[src/rtl/cpu_pkg.sv]
// Shared definitions for the pipeline sequencing logic.
package cpu_pkg;

    // Sequencer states: normal issue, bubbling the back end dry, parked.
    typedef enum logic [1:0] {
        StRun    = 2'd0,
        StDrain  = 2'd1,
        StHalted = 2'd2
    } state_e;

    // Architectural zero register; writes to it never create a hazard.
    localparam logic [4:0] REG_ZERO = 5'd0;

    localparam int unsigned MDU_LAT_DEF   = 4;
    localparam int unsigned DRAIN_CYC_DEF = 3;

endpackage

[src/rtl/sat_counter.sv]
// Saturating up-counter with synchronous clear.
module sat_counter #(
    parameter int unsigned CNT_W = 16
) (
    input  logic             i_clk,
    input  logic             i_clr,
    input  logic             i_inc,
    output logic [CNT_W-1:0] o_cnt
);

    logic [CNT_W-1:0] r_cnt;

    // Count up on i_inc, hold at all-ones, clear takes priority.
    always_ff @(posedge i_clk) begin
        if (i_clr) begin
            r_cnt <= '0;
        end else if (i_inc && (r_cnt != '1)) begin
            r_cnt <= r_cnt + CNT_W'(1);
        end
    end

    assign o_cnt = r_cnt;

endmodule

[src/rtl/hazard_ctrl.sv]
// Pipeline sequencing controller: load-use and MDU stalls, branch flushes,
// debug halt/drain sequencing and saturating stall/flush counters.
module hazard_ctrl
    import cpu_pkg::*;
#(
    parameter int unsigned MDU_LAT   = MDU_LAT_DEF,
    parameter int unsigned DRAIN_CYC = DRAIN_CYC_DEF,
    parameter int unsigned CNT_W     = 16
) (
    input  logic             i_clk,
    input  logic             i_rst,
    input  logic [4:0]       i_rs_d,
    input  logic [4:0]       i_rt_d,
    input  logic             i_re1_d,
    input  logic             i_re2_d,
    input  logic [4:0]       i_ws_ex,
    input  logic             i_we_ex,
    input  logic             i_memread_ex,
    input  logic             i_mdu_start_d,
    input  logic             i_mdu_use_d,
    input  logic             i_branch_taken_ex,
    input  logic             i_halt_req,
    output logic             o_pc_we,
    output logic             o_fd_we,
    output logic             o_fd_flush,
    output logic             o_dex_bubble,
    output logic             o_mdu_busy,
    output logic             o_halted,
    output logic [CNT_W-1:0] o_stall_cnt,
    output logic [CNT_W-1:0] o_flush_cnt
);

    state_e      r_state;
    logic [3:0]  r_mdu_cnt;
    logic [2:0]  r_drain_cnt;
    logic        r_halted;

    logic        w_load_use;
    logic        w_mdu_busy;
    logic        w_mdu_hazard;
    logic        w_stall;
    logic        w_mdu_issue;
    logic [3:0]  w_mdu_nxt;
    logic [2:0]  w_drain_nxt;
    logic        w_stall_inc;

    assign w_load_use = i_memread_ex && i_we_ex && (i_ws_ex != REG_ZERO) &&
                        ((i_re1_d && (i_rs_d == i_ws_ex)) ||
                         (i_re2_d && (i_rt_d == i_ws_ex)));

    assign w_mdu_busy   = (r_mdu_cnt != 4'd0);
    assign w_mdu_hazard = w_mdu_busy && (i_mdu_start_d || i_mdu_use_d);
    assign w_stall      = w_load_use || w_mdu_hazard;

    assign w_mdu_issue = (r_state == StRun) && i_mdu_start_d && !w_stall &&
                         !i_branch_taken_ex;

    // Next MDU occupancy: load on issue, otherwise run down to zero.
    always_comb begin
        w_mdu_nxt = 4'd0;
        if (w_mdu_issue) begin
            w_mdu_nxt = 4'(MDU_LAT);
        end else if (w_mdu_busy) begin
            w_mdu_nxt = r_mdu_cnt - 4'd1;
        end
    end

    assign w_drain_nxt = (r_drain_cnt == 3'(DRAIN_CYC)) ? r_drain_cnt
                                                        : r_drain_cnt + 3'd1;

    // Pipeline enables; a taken branch wins over every stall source because
    // the decode instruction is on the wrong path.
    always_comb begin
        o_pc_we      = 1'b1;
        o_fd_we      = 1'b1;
        o_fd_flush   = 1'b0;
        o_dex_bubble = 1'b0;
        if (i_branch_taken_ex) begin
            o_fd_flush   = 1'b1;
            o_dex_bubble = 1'b1;
        end else if ((r_state != StRun) || w_stall) begin
            o_pc_we      = 1'b0;
            o_fd_we      = 1'b0;
            o_dex_bubble = 1'b1;
        end
    end

    // MDU busy window counter.
    always_ff @(posedge i_clk) begin
        if (i_rst) begin
            r_mdu_cnt <= 4'd0;
        end else begin
            r_mdu_cnt <= w_mdu_nxt;
        end
    end

    // Halt/drain FSM. HALTED is entered on the edge where the drain count and
    // the MDU run-down both complete, so halted rises with the MDU idle.
    always_ff @(posedge i_clk) begin
        if (i_rst) begin
            r_state     <= StRun;
            r_drain_cnt <= 3'd0;
            r_halted    <= 1'b0;
        end else begin
            case (r_state)
                StRun: begin
                    if (i_halt_req) begin
                        r_state     <= StDrain;
                        r_drain_cnt <= 3'd0;
                    end
                end
                StDrain: begin
                    if (!i_halt_req) begin
                        r_state <= StRun;
                    end else if (i_branch_taken_ex) begin
                        // New instructions entered behind the branch; restart.
                        r_drain_cnt <= 3'd0;
                    end else begin
                        r_drain_cnt <= w_drain_nxt;
                        if ((w_drain_nxt == 3'(DRAIN_CYC)) && (w_mdu_nxt == 4'd0)) begin
                            r_state  <= StHalted;
                            r_halted <= 1'b1;
                        end
                    end
                end
                StHalted: begin
                    if (!i_halt_req) begin
                        r_state  <= StRun;
                        r_halted <= 1'b0;
                    end
                end
                default: begin
                    r_state  <= StRun;
                    r_halted <= 1'b0;
                end
            endcase
        end
    end

    assign w_stall_inc = (r_state == StRun) && w_stall && !i_branch_taken_ex;

    sat_counter #(
        .CNT_W (CNT_W)
    ) u_stall_cnt (
        .i_clk (i_clk),
        .i_clr (i_rst),
        .i_inc (w_stall_inc),
        .o_cnt (o_stall_cnt)
    );

    sat_counter #(
        .CNT_W (CNT_W)
    ) u_flush_cnt (
        .i_clk (i_clk),
        .i_clr (i_rst),
        .i_inc (i_branch_taken_ex),
        .o_cnt (o_flush_cnt)
    );

    assign o_mdu_busy = w_mdu_busy;
    assign o_halted   = r_halted;

endmodule

[config.mk]
export PLATFORM = sky130hd
export DESIGN_NAME = hazard_ctrl
export DESIGN_NICKNAME = d
export VERILOG_FILES = /design/src/rtl/cpu_pkg.sv /design/src/rtl/sat_counter.sv /design/src/rtl/hazard_ctrl.sv
export SDC_FILE = /design/constraint.sdc
export NUM_CORES = 1
export LEC_CHECK = 0
export CORE_ASPECT_RATIO = 0.8
export CORE_UTILIZATION = 49
export DETAILED_ROUTE_END_ITERATION = 8
export HOLD_SLACK_MARGIN = 0.1
export PLACE_DENSITY = 0.78
export SETUP_SLACK_MARGIN = 0.02
export SLEW_MARGIN = 25
export SYNTH_ARGS = -nofsm -noshare
export SYNTH_HDL_FRONTEND = slang
export SYNTH_HIERARCHICAL = 1
export SYNTH_SLANG_ARGS = --single-unit
[constraint.sdc]
create_clock -name i_clk -period 3 [get_ports i_clk]
set_input_delay 0.3 -clock i_clk [delete_from_list [all_inputs] [get_ports i_clk]]
set_output_delay 0.3 -clock i_clk [all_outputs]
set_load 0.05 [all_outputs]
# [Yosys cells after proc, flatten, opt, wreduce, memory -nomap -nowiden]
# Cells that the tools add are included.
# Widths: inputs -> output; s select.
[totals] reg_bits=42 inputBits=25 word_cells=78
[op_classes] n_addsub=4 n_eq_ne=15 mux=23 bitwise_logic=1 n_reduce_logical=29
[ops] op="$add 16x1->16 const B" n=2
[ops] op="$ne 16x16->1 const B" n=2
[ops] op="$logic_and 1x1->1" n=14
[ops] op="$mux 3" n=4
[ops] op="$eq 5x5->1" n=2
[ops] op="$mux 2" n=5
[ops] op="$ne 2x2->1 const B" n=5
[ops] op="$mux 1" n=9
[ops] op="$mux 4" n=2
[ops] op="$eq 3x2->1 const B" n=2
[ops] op="$ne 3x3->1 const B" n=2
[ops] op="$pmux 2 s3" n=1
[ops] op="$pmux 3 s2" n=1
[ops] op="$reduce_and 5->1" n=1
[ops] op="$reduce_bool 5->1" n=1
[ops] op="$logic_not 4->1" n=1
[ops] op="$logic_or 1x1->1" n=4
[ops] op="$reduce_and 4->1" n=1
[ops] op="$reduce_bool 2->1" n=2
[ops] op="$reduce_bool 4->1" n=1
[ops] op="$sub 4x1->4 const B" n=1
[ops] op="$add 3x1->3 const B" n=1
[ops] op="$pmux 1 s3" n=1
[ops] op="$reduce_and 3->1" n=1
[ops] op="other kinds (5)" n=6

# [Depth between registers and ports, before layout]
[depth] word_depth=15 ltp_mapped=10 mapped_depth_nobuf=10

# [Hierarchy]
# The synthesis kept the hierarchy.
[modules_own_cells] module="sat_counter" n_inst=2 cells_each=99 area_per_inst_um2=848.3 seq_area_each_um2=320.3
[modules_own_cells] module="hazard_ctrl" n_inst=1 cells_each=85 area_per_inst_um2=694.4 seq_area_each_um2=200.2

# [Worst setup path after synthesis]
# OpenSTA, ideal clock, no wires.
[synth_path] kind="reg-to-reg" from="register r_mdu_cnt[0]" to="register u_stall_cnt.r_cnt[7] (netlist: u_stall_cnt/o_cnt[7])" setup_ns=0.070 arrival_ns=2.100 setup_slack_ns=0.830 path_stages_with_launch=11 path_cell_list="dfxtp_1 inv_1 ha_1 nor3b_2 nor2_1 a21oi_1 nor2b_1 nand2_1 clkbuf_1 or4_1 a21oi_1"
[synth_via] elab_chain_len=6
[synth_rtl] item="start: declaration" line_no="hazard_ctrl.sv:34" rtl="logic [3:0] r_mdu_cnt;"
[synth_rtl] item="start signal: assignment" line_no="hazard_ctrl.sv:93" rtl="r_mdu_cnt <= w_mdu_nxt;"
[synth_rtl] item="$reduce_bool 4->1" line_no="hazard_ctrl.sv:51" rtl="assign w_mdu_busy = (r_mdu_cnt != 4'd0);"
[synth_rtl] item="$logic_and 1x1->1" line_no="hazard_ctrl.sv:52" rtl="assign w_mdu_hazard = w_mdu_busy && (i_mdu_start_d || i_mdu_use_d);"
[synth_rtl] item="$logic_or 1x1->1" line_no="hazard_ctrl.sv:53" rtl="assign w_stall = w_load_use || w_mdu_hazard;"
[synth_rtl] item="$logic_and 1x1->1 (2 in a row)" line_no="hazard_ctrl.sv:140" rtl="assign w_stall_inc = (r_state == StRun) && w_stall && !i_branch_taken_ex;"
[synth_rtl] item="net w_stall_inc" line_no="hazard_ctrl.sv:45" rtl="logic w_stall_inc;"
[synth_rtl] item="$logic_and 1x1->1" line_no="sat_counter.sv:17" rtl="end else if (i_inc && (r_cnt != '1)) begin"
[synth_rtl] item="end signal: assignment" line_no="sat_counter.sv:18" rtl="r_cnt <= r_cnt + CNT_W'(1);"
[synth_rtl] item="end: declaration" line_no="sat_counter.sv:11" rtl="logic [CNT_W-1:0] r_cnt;"
# The timed path passes the listed nets, and every way through them passes these cells.
# A chain may end at the register's enable or synchronous reset.

# [Worst setup path after layout]
[layout_path] from="input port i_ws_ex[1]" to="register u_stall_cnt.r_cnt[11] (netlist: u_stall_cnt/o_cnt[11])"
[layout_via] elab_chain_len=8 elab_cells_between_ends=12 cone_classes="2 x eq/ne; 10 x reduce/logical"
[layout_rtl] item="start: declaration" line_no="hazard_ctrl.sv:16" rtl="input logic [4:0] i_ws_ex,"
[layout_rtl] item="$eq 5x5->1 (on tied branches)" line_no="hazard_ctrl.sv:48, hazard_ctrl.sv:49"
[layout_rtl] item="$logic_and 1x1->1 (on tied branches)" line_no="hazard_ctrl.sv:48, hazard_ctrl.sv:49"
[layout_rtl] item="$logic_or 1x1->1" line_no="hazard_ctrl.sv:48" rtl="((i_re1_d && (i_rs_d == i_ws_ex)) ||"
[layout_rtl] item="$logic_and 1x1->1 (*)" line_no="hazard_ctrl.sv:47" rtl="assign w_load_use = i_memread_ex && i_we_ex && (i_ws_ex != REG_ZERO) &&"
[layout_rtl] item="$logic_or 1x1->1 (*)" line_no="hazard_ctrl.sv:53"
[layout_rtl] item="$logic_and 1x1->1 (*) (2 in a row)" line_no="hazard_ctrl.sv:140"
[layout_rtl] item="net w_stall_inc" line_no="hazard_ctrl.sv:45"
[layout_rtl] item="$logic_and 1x1->1 (*)" line_no="sat_counter.sv:17"
# Mark *: on every way through the listed nets, which the timed path passes. The rest lies on a longest branch.

==> results.sh <==
export IMPL_ant_nets=0
export IMPL_wl_per_cell_um=14.3
export IMPL_synth_seq_cells=42
export IMPL_clkSlewWorstSetupHoldPaths_ps=80
export IMPL_drt_pass1_iterations=4
export IMPL_grtUsageTotal=0.236
export IMPL_min_path_type="reg -> reg"
export IMPL_core_area_sq_mm=0.00462
export IMPL_yosys_top_cells_area="dfxtp_1 (35%), xnor2_1 (5.5%), a21oi_1 (5.4%), or4_1 (4.7%), o31ai_1 (3.8%)"
export IMPL_syn_nets=313
export IMPL_crit_required_ps=3190
export IMPL_fin_tns_setup_ps=0
export IMPL_drt_iter0_markers=128
export IMPL_syn_to_final_growth_pct=33.5
export IMPL_finalCritPeriodShare=0.866
export IMPL_tightest_slew_ps=814
export IMPL_multi_input_area_sq_mm=0.00147
export IMPL_final_nets=375
export IMPL_placed_area_sq_mm=0.00308
export IMPL_fillers=392
export IMPL_die_area_sq_mm=0.00516
export IMPL_synth_ff_type="dfxtp_1"
export IMPL_vias=2343
export IMPL_rsz0062_at_grt="false"
export IMPL_antenna_found_initial=0
export IMPL_gr_total_overflow=0
export IMPL_initial_core_util=0.517
export IMPL_row_count=22
export IMPL_wirelength_um=5810
export IMPL_dieHeight_um=64.5
export IMPL_drc=0
export IMPL_cts_setup_buffers=0
export IMPL_synth_most_common_cell="dfxtp_1"
export IMPL_max_cap_violations=0
export IMPL_io_pins=63
export IMPL_grt_first_pass_wirelength_um=9560
export IMPL_gp_congestion=0.830
export IMPL_dp_hpwl_um=4220
export IMPL_synth_top_area_cell="dfxtp_1"
export IMPL_maxSlewHeadroom=0.453
export IMPL_finalHoldViolations=0
export IMPL_setup_viol=0
export IMPL_sequential_cell_area_sq_um=841
export IMPL_portBuffers=62
export IMPL_synth_top_area_frac=0.352
export IMPL_die_w_um=80.1
export IMPL_diodes=0
export IMPL_ys_warn_count=6
export IMPL_period_needed_ps=2600
export IMPL_synth_cell_area_sq_mm=0.00239
export IMPL_timing_fmax_mhz=385
export IMPL_cts_resized=0
export IMPL_synth_yosys_seq_area_share=0.352
export IMPL_slew_violations=0
export IMPL_clock_root_buffer="clkbuf_8"
export IMPL_cp_start_kind="primary input"
export IMPL_synth_cells=283
export IMPL_layout_drive_gt1_share=0.0780
export IMPL_synth_edf_count=0
export IMPL_path_class="in -> reg"
export IMPL_postLayoutCellArea_sq_mm=0.00319
export IMPL_grt_pass1_vias=2039
export IMPL_htreeDepth=2
export IMPL_arrival_ps=2790
export IMPL_max_clock_path_buffers=2
export IMPL_drt_vias_per_instance=5.77
export IMPL_path_max_fanout=11
export IMPL_ir_drop_mv=0.279
export IMPL_synth_distinct_cells=45
export IMPL_clock_skew_ps=4.12
export IMPL_clkLatencyLatePin_ps=290
export IMPL_outcome="finished, final reports clean"
export IMPL_syn_avg_cell_area_sq_um=8.45
export IMPL_p_per_area_mw_per_mm2=481
export IMPL_synth_commonest_cells="dfxtp_1 (42), a21oi_1 (26), nor2_1 (23)"
export IMPL_p_leak_nw=1.08
export IMPL_grt_max_degree=41
export IMPL_clock_sinks=42
export IMPL_async_reset_ff_frac=0
export IMPL_cts_tree="yes"
export IMPL_cts_buffers=5
export IMPL_cp_end_kind="flip-flop"
export IMPL_holdBufCountCts=0
layout by cell type (no fill, tap or decap), types with 4 or more instances in the layout:
master           instances
nand2_1                 16
buf_4                    5
or4_1                   15
and4_1                   6
nand2b_1                 4
ha_1                     5
o21ai_0                 10
inv_1                    9
a21oi_1                 26
or3_1                    8
xnor2_1                 15
clkbuf_8                 8
nand4_1                  8
nor2b_1                  6
o31ai_1                 12
nor3_1                  14
nand3_1                 12
clkdlybuf4s50_1         59
nor2_1                  23
dfxtp_1                 42
nor4_1                   4
metal layers:
metal | GRT usage | routed length, um | vias up
li1 | - | - | 1185
met1 | 0.330 | 2820 | 1087
met2 | 0.368 | 2670 | 65
met3 | 0.0549 | 280 | 6
met4 | 0.0536 | 44 | 0
met5 | 0 | 0 | -
final cells by class:
| type | count | share of cell area |
|---|---|---|
| clock buffers | 8 | 0.0345 |
| flip-flops and latches | 42 | 0.263 |
| multi-input cells | 221 | 0.459 |
| repair buffers | 66 | 0.209 |
| inverters | 9 | 0.0106 |
| well taps | 60 | 0.0235 |
sequential cells by signal (all words and copies together), names as in the netlist:
register,cells
o_halted,1
r_drain_cnt,3
u_stall_cnt/o_cnt,16
r_state,2
u_flush_cnt/o_cnt,16
r_mdu_cnt,4
kinds of logic (layout without fill, tap and decap cells):
kind of cell,count (synthesis),after routing,synth area share
AO/OA/AOI/OAI,62,62,0.162
flip-flops,42,42,0.352
AND/OR/NAND/NOR,133,133,0.344
multiplexers,5,5,0.0220
buffers and inverters,20,83,0.0356
adder cells (fa/ha/maj),5,5,0.0262
XOR/XNOR,16,16,0.0586
critical path, cell delays in order:
cell and delay, ps:
clkdlybuf4s50_1 470, xnor2_1 220, nand4_1 110, o22ai_1 230
a21oi_1 130, nor2b_1 280, nand2_1 300, nor4bb_1 370
mux2_2 370
power by group:
group	internal [mW]	leakage [nW]	switching (mW)	total (mW)
Clock	0.232	0.0575	0.191	0.423
Sequential	0.587	0.340	0.0280	0.615
Combinational	0.203	0.687	0.293	0.497
final timing paths:
check	start	to	slack, ps	cells after the start
max	i_ws_ex[1]	u_stall_cnt/o_cnt[11]	400	9
min	o_halted	o_halted	480	1
max reg2reg	r_mdu_cnt[0]	u_stall_cnt/o_cnt[11]	510	9
min reg2reg	o_halted	o_halted	480	1
metrics by stage:
stage               power, mW  hold slack (ps)  utilization  worst slack [ps]  instances
global route             1.62              509        0.690               211        406
detailed placement       1.12              478        0.667               121        398
global placement         1.12              459        0.667               277        398
finish                   1.53              483        0.690               401        406
CTS                      1.55              495        0.690               419        406
floorplan               0.953              440            -               830        283
Power figures use the tool's default switching activity.
